**src/rtl/muldiv_pkg.sv**
```systemverilog
// muldiv_pkg -- shared constants for the MULT/DIV/DIVM sequencer.
//   Op encodings as driven by control_unit, FSM state encodings,
//   default operand width and the number of iterations per operation.
package muldiv_pkg;

  localparam int DEF_WIDTH  = 32;
  localparam int ITER_COUNT = DEF_WIDTH;

  localparam logic [1:0] OP_MULT  = 2'b00;
  localparam logic [1:0] OP_DIV   = 2'b01;
  localparam logic [1:0] OP_MULTU = 2'b10;
  localparam logic [1:0] OP_DIVU  = 2'b11;

  localparam logic [2:0] ST_IDLE    = 3'd0;
  localparam logic [2:0] ST_MUL_RUN = 3'd1;
  localparam logic [2:0] ST_DIV_RUN = 3'd2;
  localparam logic [2:0] ST_DIV_FIX = 3'd3;
  localparam logic [2:0] ST_WRITE   = 3'd4;
  localparam logic [2:0] ST_EXC     = 3'd5;

endpackage

```
**src/rtl/muldiv_sequencer_div_step.sv**
```systemverilog
// div_step -- one combinational restoring-division step.
//   rem_in       : partial remainder (always < divisor)
//   divisor      : divisor magnitude
//   dividend_bit : next dividend bit, MSB first
//   rem_out      : new partial remainder
//   q_bit        : quotient bit produced by this step
module div_step #(
  parameter int WIDTH = 32
) (
  input  logic [WIDTH-1:0] rem_in,
  input  logic [WIDTH-1:0] divisor,
  input  logic             dividend_bit,
  output logic [WIDTH-1:0] rem_out,
  output logic             q_bit
);

  logic [WIDTH:0] shifted_s;
  logic [WIDTH:0] diff_s;
  logic           fits_s;

  // Shift in the next dividend bit and trial-subtract. Because rem_in < divisor,
  // shifted < 2*divisor, so a non-negative difference always has a clear MSB.
  always_comb begin
    shifted_s = {rem_in, dividend_bit};
    diff_s    = shifted_s - {1'b0, divisor};
    fits_s    = ~diff_s[WIDTH];
    q_bit     = fits_s;
    if (fits_s) begin
      rem_out = diff_s[WIDTH-1:0];
    end else begin
      rem_out = shifted_s[WIDTH-1:0];
    end
  end

endmodule

```
**src/rtl/muldiv_sequencer.sv**
```systemverilog
// muldiv_sequencer -- multicycle MULT/DIV/DIVM sequencer started by control_unit.
//   Shift-add multiply (33 clocks) or restoring divide (34 clocks), one step per
//   clock, producing HI/LO with write strobes and a divide-by-zero exception pulse.
// Ports:
//   clk, reset_in (sync, active low)
//   start, op[1:0], src_a, src_b    : request (sampled only in IDLE)
//   busy, done                      : status
//   hi, lo, hi_w, lo_w              : result and HI/LO write strobes
//   div_zero                        : one-cycle exception pulse
// Build option: MULDIV_UNSIGNED_EN enables MULTU/DIVU; otherwise op[1]=1 is
//   illegal and completes with done only (no writes).
module muldiv_sequencer
  import muldiv_pkg::*;
#(
  parameter int WIDTH = DEF_WIDTH,
  parameter int CNT_W = 6
) (
  input  logic             clk,
  input  logic             reset_in,
  input  logic             start,
  input  logic [1:0]       op,
  input  logic [WIDTH-1:0] src_a,
  input  logic [WIDTH-1:0] src_b,
  output logic             busy,
  output logic             done,
  output logic [WIDTH-1:0] hi,
  output logic [WIDTH-1:0] lo,
  output logic             hi_w,
  output logic             lo_w,
  output logic             div_zero
);

  localparam logic [WIDTH-1:0]   ONE_W    = {{(WIDTH-1){1'b0}}, 1'b1};
  localparam logic [2*WIDTH-1:0] ONE_2W   = {{(2*WIDTH-1){1'b0}}, 1'b1};
  localparam logic [CNT_W-1:0]   ONE_C    = {{(CNT_W-1){1'b0}}, 1'b1};
  localparam logic [CNT_W-1:0]   LAST_CNT = CNT_W'(WIDTH - 1);

  logic [2:0]         state_r;
  logic [CNT_W-1:0]   cnt_r;
  logic               busy_r, done_r, hi_w_r, lo_w_r, div_zero_r;
  logic [WIDTH-1:0]   hi_r, lo_r;
  logic [2*WIDTH-1:0] acc_r;      // multiply: {partial product, remaining multiplier}
  logic [WIDTH-1:0]   mcand_r;
  logic [WIDTH-1:0]   rem_r, quo_r, dvsr_r;
  logic               neg_q_r, neg_rm_r, wr_en_r;
  logic [2*WIDTH-1:0] res_r;

  logic               signed_op_s, illegal_op_s, is_div_s;
  logic [WIDTH-1:0]   mag_a_s, mag_b_s;
  logic [WIDTH:0]     mul_sum_s;
  logic [2*WIDTH-1:0] mul_next_s, mul_signed_s;
  logic [WIDTH-1:0]   fix_lo_s, fix_hi_s;
  logic [WIDTH-1:0]   rem_nxt_s;
  logic               q_bit_s;

  // Op decode and operand magnitudes for the request presented in IDLE.
  always_comb begin
`ifdef MULDIV_UNSIGNED_EN
    signed_op_s  = ~op[1];
    illegal_op_s = 1'b0;
`else
    signed_op_s  = 1'b1;
    illegal_op_s = op[1];
`endif
    is_div_s = (op == OP_DIV) || (op == OP_DIVU);
    if (signed_op_s && src_a[WIDTH-1]) begin
      mag_a_s = ~src_a + ONE_W;
    end else begin
      mag_a_s = src_a;
    end
    if (signed_op_s && src_b[WIDTH-1]) begin
      mag_b_s = ~src_b + ONE_W;
    end else begin
      mag_b_s = src_b;
    end
  end

  // Shift-add multiply step; the final step's sum is signed on its way to WRITE.
  always_comb begin
    if (acc_r[0]) begin
      mul_sum_s = {1'b0, acc_r[2*WIDTH-1:WIDTH]} + {1'b0, mcand_r};
    end else begin
      mul_sum_s = {1'b0, acc_r[2*WIDTH-1:WIDTH]};
    end
    mul_next_s = {mul_sum_s, acc_r[WIDTH-1:1]};
    if (neg_q_r) begin
      mul_signed_s = ~mul_next_s + ONE_2W;
    end else begin
      mul_signed_s = mul_next_s;
    end
  end

  // Divide sign fix-up: quotient truncates toward zero, remainder follows dividend.
  always_comb begin
    if (neg_q_r) begin
      fix_lo_s = ~quo_r + ONE_W;
    end else begin
      fix_lo_s = quo_r;
    end
    if (neg_rm_r) begin
      fix_hi_s = ~rem_r + ONE_W;
    end else begin
      fix_hi_s = rem_r;
    end
  end

  div_step #(.WIDTH(WIDTH)) u_div_step (
    .rem_in       (rem_r),
    .divisor      (dvsr_r),
    .dividend_bit (quo_r[WIDTH-1]),
    .rem_out      (rem_nxt_s),
    .q_bit        (q_bit_s)
  );

  // Sequencer FSM, datapath registers and registered outputs.
  always_ff @(posedge clk) begin
    if (!reset_in) begin
      state_r    <= ST_IDLE;
      cnt_r      <= '0;
      busy_r     <= 1'b0;
      done_r     <= 1'b0;
      hi_w_r     <= 1'b0;
      lo_w_r     <= 1'b0;
      div_zero_r <= 1'b0;
      hi_r       <= '0;
      lo_r       <= '0;
      acc_r      <= '0;
      mcand_r    <= '0;
      rem_r      <= '0;
      quo_r      <= '0;
      dvsr_r     <= '0;
      neg_q_r    <= 1'b0;
      neg_rm_r   <= 1'b0;
      wr_en_r    <= 1'b0;
      res_r      <= '0;
    end else begin
      done_r     <= 1'b0;
      hi_w_r     <= 1'b0;
      lo_w_r     <= 1'b0;
      div_zero_r <= 1'b0;
      case (state_r)
        ST_IDLE: begin
          if (start) begin
            busy_r   <= 1'b1;
            cnt_r    <= '0;
            neg_q_r  <= signed_op_s & (src_a[WIDTH-1] ^ src_b[WIDTH-1]);
            neg_rm_r <= signed_op_s & src_a[WIDTH-1];
            if (illegal_op_s) begin
              wr_en_r <= 1'b0;
              state_r <= ST_WRITE;
            end else if (!is_div_s) begin
              wr_en_r <= 1'b1;
              mcand_r <= mag_a_s;
              acc_r   <= {{WIDTH{1'b0}}, mag_b_s};
              state_r <= ST_MUL_RUN;
            end else if (src_b == '0) begin
              wr_en_r <= 1'b0;
              state_r <= ST_EXC;
            end else begin
              wr_en_r <= 1'b1;
              quo_r   <= mag_a_s;   // dividend bits shift out as quotient bits shift in
              rem_r   <= '0;
              dvsr_r  <= mag_b_s;
              state_r <= ST_DIV_RUN;
            end
          end else begin
            busy_r <= 1'b0;
          end
        end
        ST_MUL_RUN: begin
          acc_r <= mul_next_s;
          cnt_r <= cnt_r + ONE_C;
          if (cnt_r == LAST_CNT) begin
            res_r   <= mul_signed_s;
            state_r <= ST_WRITE;
          end else begin
            state_r <= ST_MUL_RUN;
          end
        end
        ST_DIV_RUN: begin
          rem_r <= rem_nxt_s;
          quo_r <= {quo_r[WIDTH-2:0], q_bit_s};
          cnt_r <= cnt_r + ONE_C;
          if (cnt_r == LAST_CNT) begin
            state_r <= ST_DIV_FIX;
          end else begin
            state_r <= ST_DIV_RUN;
          end
        end
        ST_DIV_FIX: begin
          res_r   <= {fix_hi_s, fix_lo_s};
          state_r <= ST_WRITE;
        end
        ST_WRITE: begin
          done_r <= 1'b1;
          busy_r <= 1'b0;
          if (wr_en_r) begin
            hi_r   <= res_r[2*WIDTH-1:WIDTH];
            lo_r   <= res_r[WIDTH-1:0];
            hi_w_r <= 1'b1;
            lo_w_r <= 1'b1;
          end else begin
            hi_w_r <= 1'b0;
            lo_w_r <= 1'b0;
          end
          state_r <= ST_IDLE;
        end
        ST_EXC: begin
          div_zero_r <= 1'b1;
          busy_r     <= 1'b0;
          state_r    <= ST_IDLE;
        end
        default: begin
          busy_r  <= 1'b0;
          state_r <= ST_IDLE;
        end
      endcase
    end
  end

  assign busy     = busy_r;
  assign done     = done_r;
  assign hi       = hi_r;
  assign lo       = lo_r;
  assign hi_w     = hi_w_r;
  assign lo_w     = lo_w_r;
  assign div_zero = div_zero_r;

endmodule

```
**config.mk**
```make
export PLATFORM = sky130hd
export DESIGN_NAME = muldiv_sequencer
export DESIGN_NICKNAME = d
export VERILOG_FILES = /design/src/rtl/muldiv_pkg.sv /design/src/rtl/muldiv_sequencer_div_step.sv /design/src/rtl/muldiv_sequencer.sv
export SDC_FILE = /design/constraint.sdc
export NUM_CORES = 1
export LEC_CHECK = 0
export ABC_AREA = 0
export CAP_MARGIN = 20
export CORE_MARGIN = 5
export CORE_UTILIZATION = 35
export DETAILED_ROUTE_END_ITERATION = 12
export GPL_ROUTABILITY_DRIVEN = 0
export SETUP_SLACK_MARGIN = 0.05
export SLEW_MARGIN = 15
export SYNTH_ARGS = -nofsm -noshare
export SYNTH_HDL_FRONTEND = slang
export SYNTH_SLANG_ARGS = --single-unit
```
**constraint.sdc**
```tcl
create_clock -name clk -period 8.4 [get_ports clk]
set_input_delay 2.1 -clock clk [delete_from_list [all_inputs] [get_ports clk]]
set_output_delay 2.1 -clock clk [all_outputs]
set_load 0.01 [all_outputs]
```
==> flow_summary.toml, run 1 <==
[status]
outcome = "complete, no violations"

[floorplan]
dieHeight_um = 253.5
fp-row-count = 89
core_mm2 = 0.05891
initial_core_util_pct = 35.22
fp.dieW_um = 253.5
pin_count = 138
die_area_mm2 = 0.06424

[clock_tree]
cts_max_level = 2
cts_setup_buffers = 0
clkTransAtPathRegs_ns = 0.05
clk_latency_ns = 0.57
cts-root-buf = "clkbuf_16"
clock_path_buffers = 3
cts_resized = 0
cts_tree = "done"
numClockSinks = 336
cts_buffers = 40
hold_buffers = 0

[synth]
yosys_warnings = 0
avgSynthCellArea_um2 = 7.796
synth-edff-count = 0
syn-instance-count = 2661
ys_async_sr_fraction_pct = 0
synth_cell_types = 88
synth-main-ff-cell = "dfxtp_1"
synth_area_mm2 = 0.02074
ys_seq_area_share_pct = 32.42
syn_nets = 2802
synth-seq-cells = 336

[global_routing]
grt_pass1_wl_mm = 106.2
antenna_found_initial = 0
grt_pass1_vias = 18327
grt_overflow_total = 0
grt_max_degree = 116
grtUsageTotal_pct = 20.51

[sta]
hold_violations = 0
finalWorstSetupSlack_ns = 2.158
worst_pin_slew_ns = 1.119
setup_viol = 0
worst_clock_skew_ns = 0.01714
fmax_mhz = 160.2
min_period_over_period_pct = 74.31
setup-tns-final_ns = 0
finalMaxSlewViolations = 0
slew_headroom_pct = 24.74
rsz0062_at_grt = "no"
min_period_ns = 6.242

[final_layout]
fillCellCount = 5915
nets = 2826
n_antenna_cell = 0
final_common_cell = "nand2_1"
fin_cells = 3488
final_cell_mix = "nand2_1, dfxtp_1, nor2_1"
post-route-cell-area_mm2 = 0.02386
drive_gt1_share_pct = 5.414
area_growth_pct = 15.01

[pwr]
ir_drop_mv = 0.1492
p_leak_nw = 8.491
power_density_mw_per_mm2 = 188.3

[placement]
dp.cells = 3416
pre_cts_ws_ns = 1.607
dpl.hpwl_mm = 50.78
dpl_cell_area_mm2 = 0.02245
port_buffers = 137

[drt]
ant_nets = 0
drc_errors = 0
wirelength_mm = 68.76
dr.first_iter.drc_count = 1462
vias = 19775
wl_per_cell_um = 19.71
dr.pass1.iters = 5
vias_per_cell = 5.669

[run]
maxCapViolations = 0

[setup_path]
end_kind = "flip-flop"
crit_type = "primary input to flip-flop"
worst-endpoint-arrival_ns = 6.71
cp.required_ns = 8.86
worstPathMaxFanout = 32
startpoint_type = "primary input"

[worst_hold_path]
hp-class = "flip-flop to flip-flop"
[metal layers]
layer | wire length (um) | global-route usage [%] | share of wire (%)
met5 | 0 | 0 | 0
met1 | 30800 | 27.72 | 45
met3 | 3706 | 2.559 | 5.4
met2 | 32060 | 34.26 | 47
met4 | 2192 | 6.448 | 3.2
[cells by family (layout without fill, tap and decap cells)]
group	Yosys count	in the layout	share of synthesized area (%)
compound gates	806	806	25.39
fa+ha+maj	72	72	4.415
xor+xnor	223	223	9.415
flops	336	336	32.42
buf+inv	243	297	5.296
mux	51	51	2.479
simple gates	930	930	20.58
[through the flow]
step / power, mW / hold slack, ns / utilization, %
after floorplan: 2.383 / 0.4290 / -
after global placement: 2.634 / 0.4463 / 38.12
after detailed placement: 2.647 / 0.4459 / 38.12
after CTS: 4.517 / 0.4540 / 40.50
after global routing: 4.675 / 0.4713 / 40.50
final: 4.493 / 0.4505 / 40.50
[worst max-delay path, cell delays in order]
cell             delay [ns]
clkdlybuf4s50_1        0.49
or4_1                  0.61
or4_1                  0.43
or2_2                  0.32
or4_1                  0.46
or3b_1                 0.50
nand2_1                0.17
or3_1                  0.14
buf_4                  0.27
nand2_2                0.25
nor2_4                 0.69
nand2_1                0.13
o21ai_0                0.10
[power breakdown]
part	internal (mW)	switching [mW]
clock network	1.13	0.735
logic	0.362	0.552
registers	1.64	0.0747
[synth_stat cells, types with 28 or more instances]
| cell | n | area [um2] |
|---|---|---|
| dfxtp_1 | 336 | 6726 |
| xnor2_1 | 100 | 875.8 |
| ha_1 | 70 | 875.8 |
| a211oi_1 | 151 | 1134 |
| inv_1 | 63 | 236.5 |
| mux2i_1 | 48 | 480.5 |
| a21oi_1 | 217 | 1086 |
| nor2_1 | 277 | 1040 |
| o31ai_1 | 50 | 375.4 |
| clkbuf_1 | 133 | 499.2 |
| a21o_1 | 28 | 210.2 |
| nor2b_1 | 44 | 275.3 |
| o21ai_0 | 168 | 840.8 |
| nand3_1 | 64 | 320.3 |
| nand2_1 | 339 | 1272 |
| nor3_1 | 34 | 170.2 |
| xor2_1 | 123 | 1077 |
[flip-flops by register name (all words and copies together) (netlist names), 32 cells and up]
name / cells
dvsr_r: 32
lo: 32
quo_r: 32
rem_r: 32
hi: 32
mcand_r: 32
res_r: 64
acc_r: 64
[worst paths after layout]
| path | slack [ns] | cells after the start | endpoint | from |
|---|---|---|---|---|
| hold / removal | 0.45 | 2 | hi[12] | hi[12] |
| hold reg to reg | 0.45 | 2 | hi[12] | hi[12] |
| setup / recovery | 2.16 | 13 | rem_r[10] | src_b[17] |
| setup reg to reg | 3.69 | 14 | res_r[59] | acc_r[32] |
[area by class of cell]
cell class	instances	area [um2]	share of cell area [%]
Sequential cell	336	6730	28.21
Multi-Input combinational cell	2082	12970	54.34
Clock inverter	14	235.2	0.9859
Clock buffer	58	1169	4.898
Inverter	64	245.2	1.028
Tap cell	773	967.2	4.054
Timing Repair Buffer	161	1546	6.482
Power figures use the tool's default switching activity.
==> run 2, diff against run 1 <==
Clock period 8.4 ns to 5.17 ns, I/O delays scaled along.
==> flow_summary.toml, run 2 (same netlist as run 1, synthesis figures left out) <==
[setup_path]
critPathCapture = "quo_r[18]"
crit_start = "src_b[3]"
reg2reg_slack_ns = 0.77
cp.required_ns = 5.57
rr_startpoint = "acc_r[32]"
startpoint_type = "primary input"
r2r-end = "res_r[52]"
reg2reg_depth = 14
worstPathMaxFanout = 22
crit_type = "primary input to flip-flop"
end_kind = "flip-flop"
worst-endpoint-arrival_ns = 5.02

[sta]
slew_headroom_pct = 33.34
min_period_over_period_pct = 89.30
hold_violations = 0
finalWorstSetupSlack_ns = 0.5534
fin_hold_ws_ns = 0.4511
fmax_mhz = 216.6
finalMaxSlewViolations = 0
setup-tns-final_ns = 0
setup_viol = 0
worst_pin_slew_ns = 0.9945
rsz0062_at_grt = "no"
min_period_ns = 4.617
worst_clock_skew_ns = 0.02064

[drt]
wl_per_cell_um = 19.37
wirelength_mm = 67.95
vias = 19706
dr.first_iter.drc_count = 1637
ant_nets = 0
dr.pass1.iters = 5
drc_errors = 0
vias_per_cell = 5.616

[global_routing]
grt_max_degree = 123
use_met2_pct = 34.09
met1_usage_pct = 26.89
met3_usage_pct = 2.518
grtUsageTotal_pct = 20.13
grt_pass1_vias = 18279
grt_overflow_total = 0
antenna_found_initial = 1
grt_pass1_wl_mm = 104.6
busiest_layer = "met2"

[final_layout]
area_growth_pct = 15.84
final_cell_mix = "nand2_1, dfxtp_1, nor2_1"
final_common_cell = "nand2_1"
drive_gt1_share_pct = 6.143
reg_top3 = "acc_r x64, res_r x64"
final_core_util_pct = 40.80
nets = 2846
fin_cells = 3509

[placement]
dpl.hpwl_mm = 51.07
port_buffers = 137
dp.cells = 3436
pre_cts_ws_ns = 0.004195

[clock_tree]
cts_buffers = 40
cts-root-buf = "clkbuf_16"
clock_path_buffers = 3
cts_resized = 0
hold_buffers = 0
cts_setup_buffers = 0
cts_tree = "done"
numClockSinks = 336
cts_max_level = 2
clk_latency_ns = 0.58
clkTransAtPathRegs_ns = 0.06

[pwr]
pwr-share-seq_pct = 38.6
p_leak_nw = 8.585
combPwrFrac_pct = 20.9
ir_drop_mv = 0.1803
power_density_mw_per_mm2 = 300.0
switching_power_mw = 2.209
p_int_mw = 5.000
power.share.switching_pct = 30.64
clockPowerShare_pct = 40.4

[worst_hold_path]
hp-class = "flip-flop to flip-flop"

[floorplan]
pin_count = 138
initial_core_util_pct = 35.22
core_mm2 = 0.05891
fp.dieW_um = 253.5
dieHeight_um = 253.5
fp-row-count = 89
die_area_mm2 = 0.06424

[status]
outcome = "complete, no violations"

[run]
maxCapViolations = 0
run 2: through the flow:
step / cell area, um2 / total power, mW
2_1_floorplan: 20740 / 3.872
6_report: 24030 / 7.209
5_1_grt: 24030 / 7.512
3_5_place_dp: 22680 / 4.330
3_3_place_gp: 22680 / 4.303
4_1_cts: 24030 / 7.250
run 2: layer usage:
layer / vias up / part of all wire [%]
met3: 111 / 5.0
met2: 550 / 48
met5: - / 0
met4: 0 / 2.8
met1: 9428 / 45
li1: 9617 / -
run 2: critical path, cell delays in order:
cell and delay, ns:
clkdlybuf4s50_1 0.47, nor4_1 0.40, nand2_1 0.16, or3_1 0.44, nand2b_1 0.26, or4_1 0.56
or3b_1 0.50, nand2_1 0.19, or3_1 0.21, buf_12 0.18, nor2_1 0.05, a221oi_1 0.21
nor2_1 0.09
run 2: area by class of cell:
cell class	count	area (um2)
Clock inverter	20	244.0
Clock buffer	52	1106
Sequential cell	336	6729
Multi-Input combinational cell	2082	12970
Timing Repair Buffer	181	1772
Fill cell	5937	34880
Antenna cell	1	2.502
Inverter	64	245.2
Tap cell	773	967.2
run 2: power by group through the flow:
| stage | Clock (mW) | Combinational [mW] | Sequential (mW) |
|---|---|---|---|
| after floorplan | 0 | 1.10 | 2.77 |
| after global placement | 0 | 1.47 | 2.83 |
| after detailed placement | 0 | 1.49 | 2.84 |
| after CTS | 2.97 | 1.50 | 2.78 |
| after global routing | 3.08 | 1.64 | 2.79 |
| final | 2.91 | 1.51 | 2.78 |
run 2: worst min path at each step:
stage                   start  endpoint  cells after the start
floorplan           res_r[50]    hi[18]                      2
global placement       hi[30]    hi[30]                      2
detailed placement     hi[24]    hi[24]                      2
CTS                    hi[24]    hi[24]                      2
global route        res_r[49]    hi[17]                      2
finish              res_r[49]    hi[17]                      2
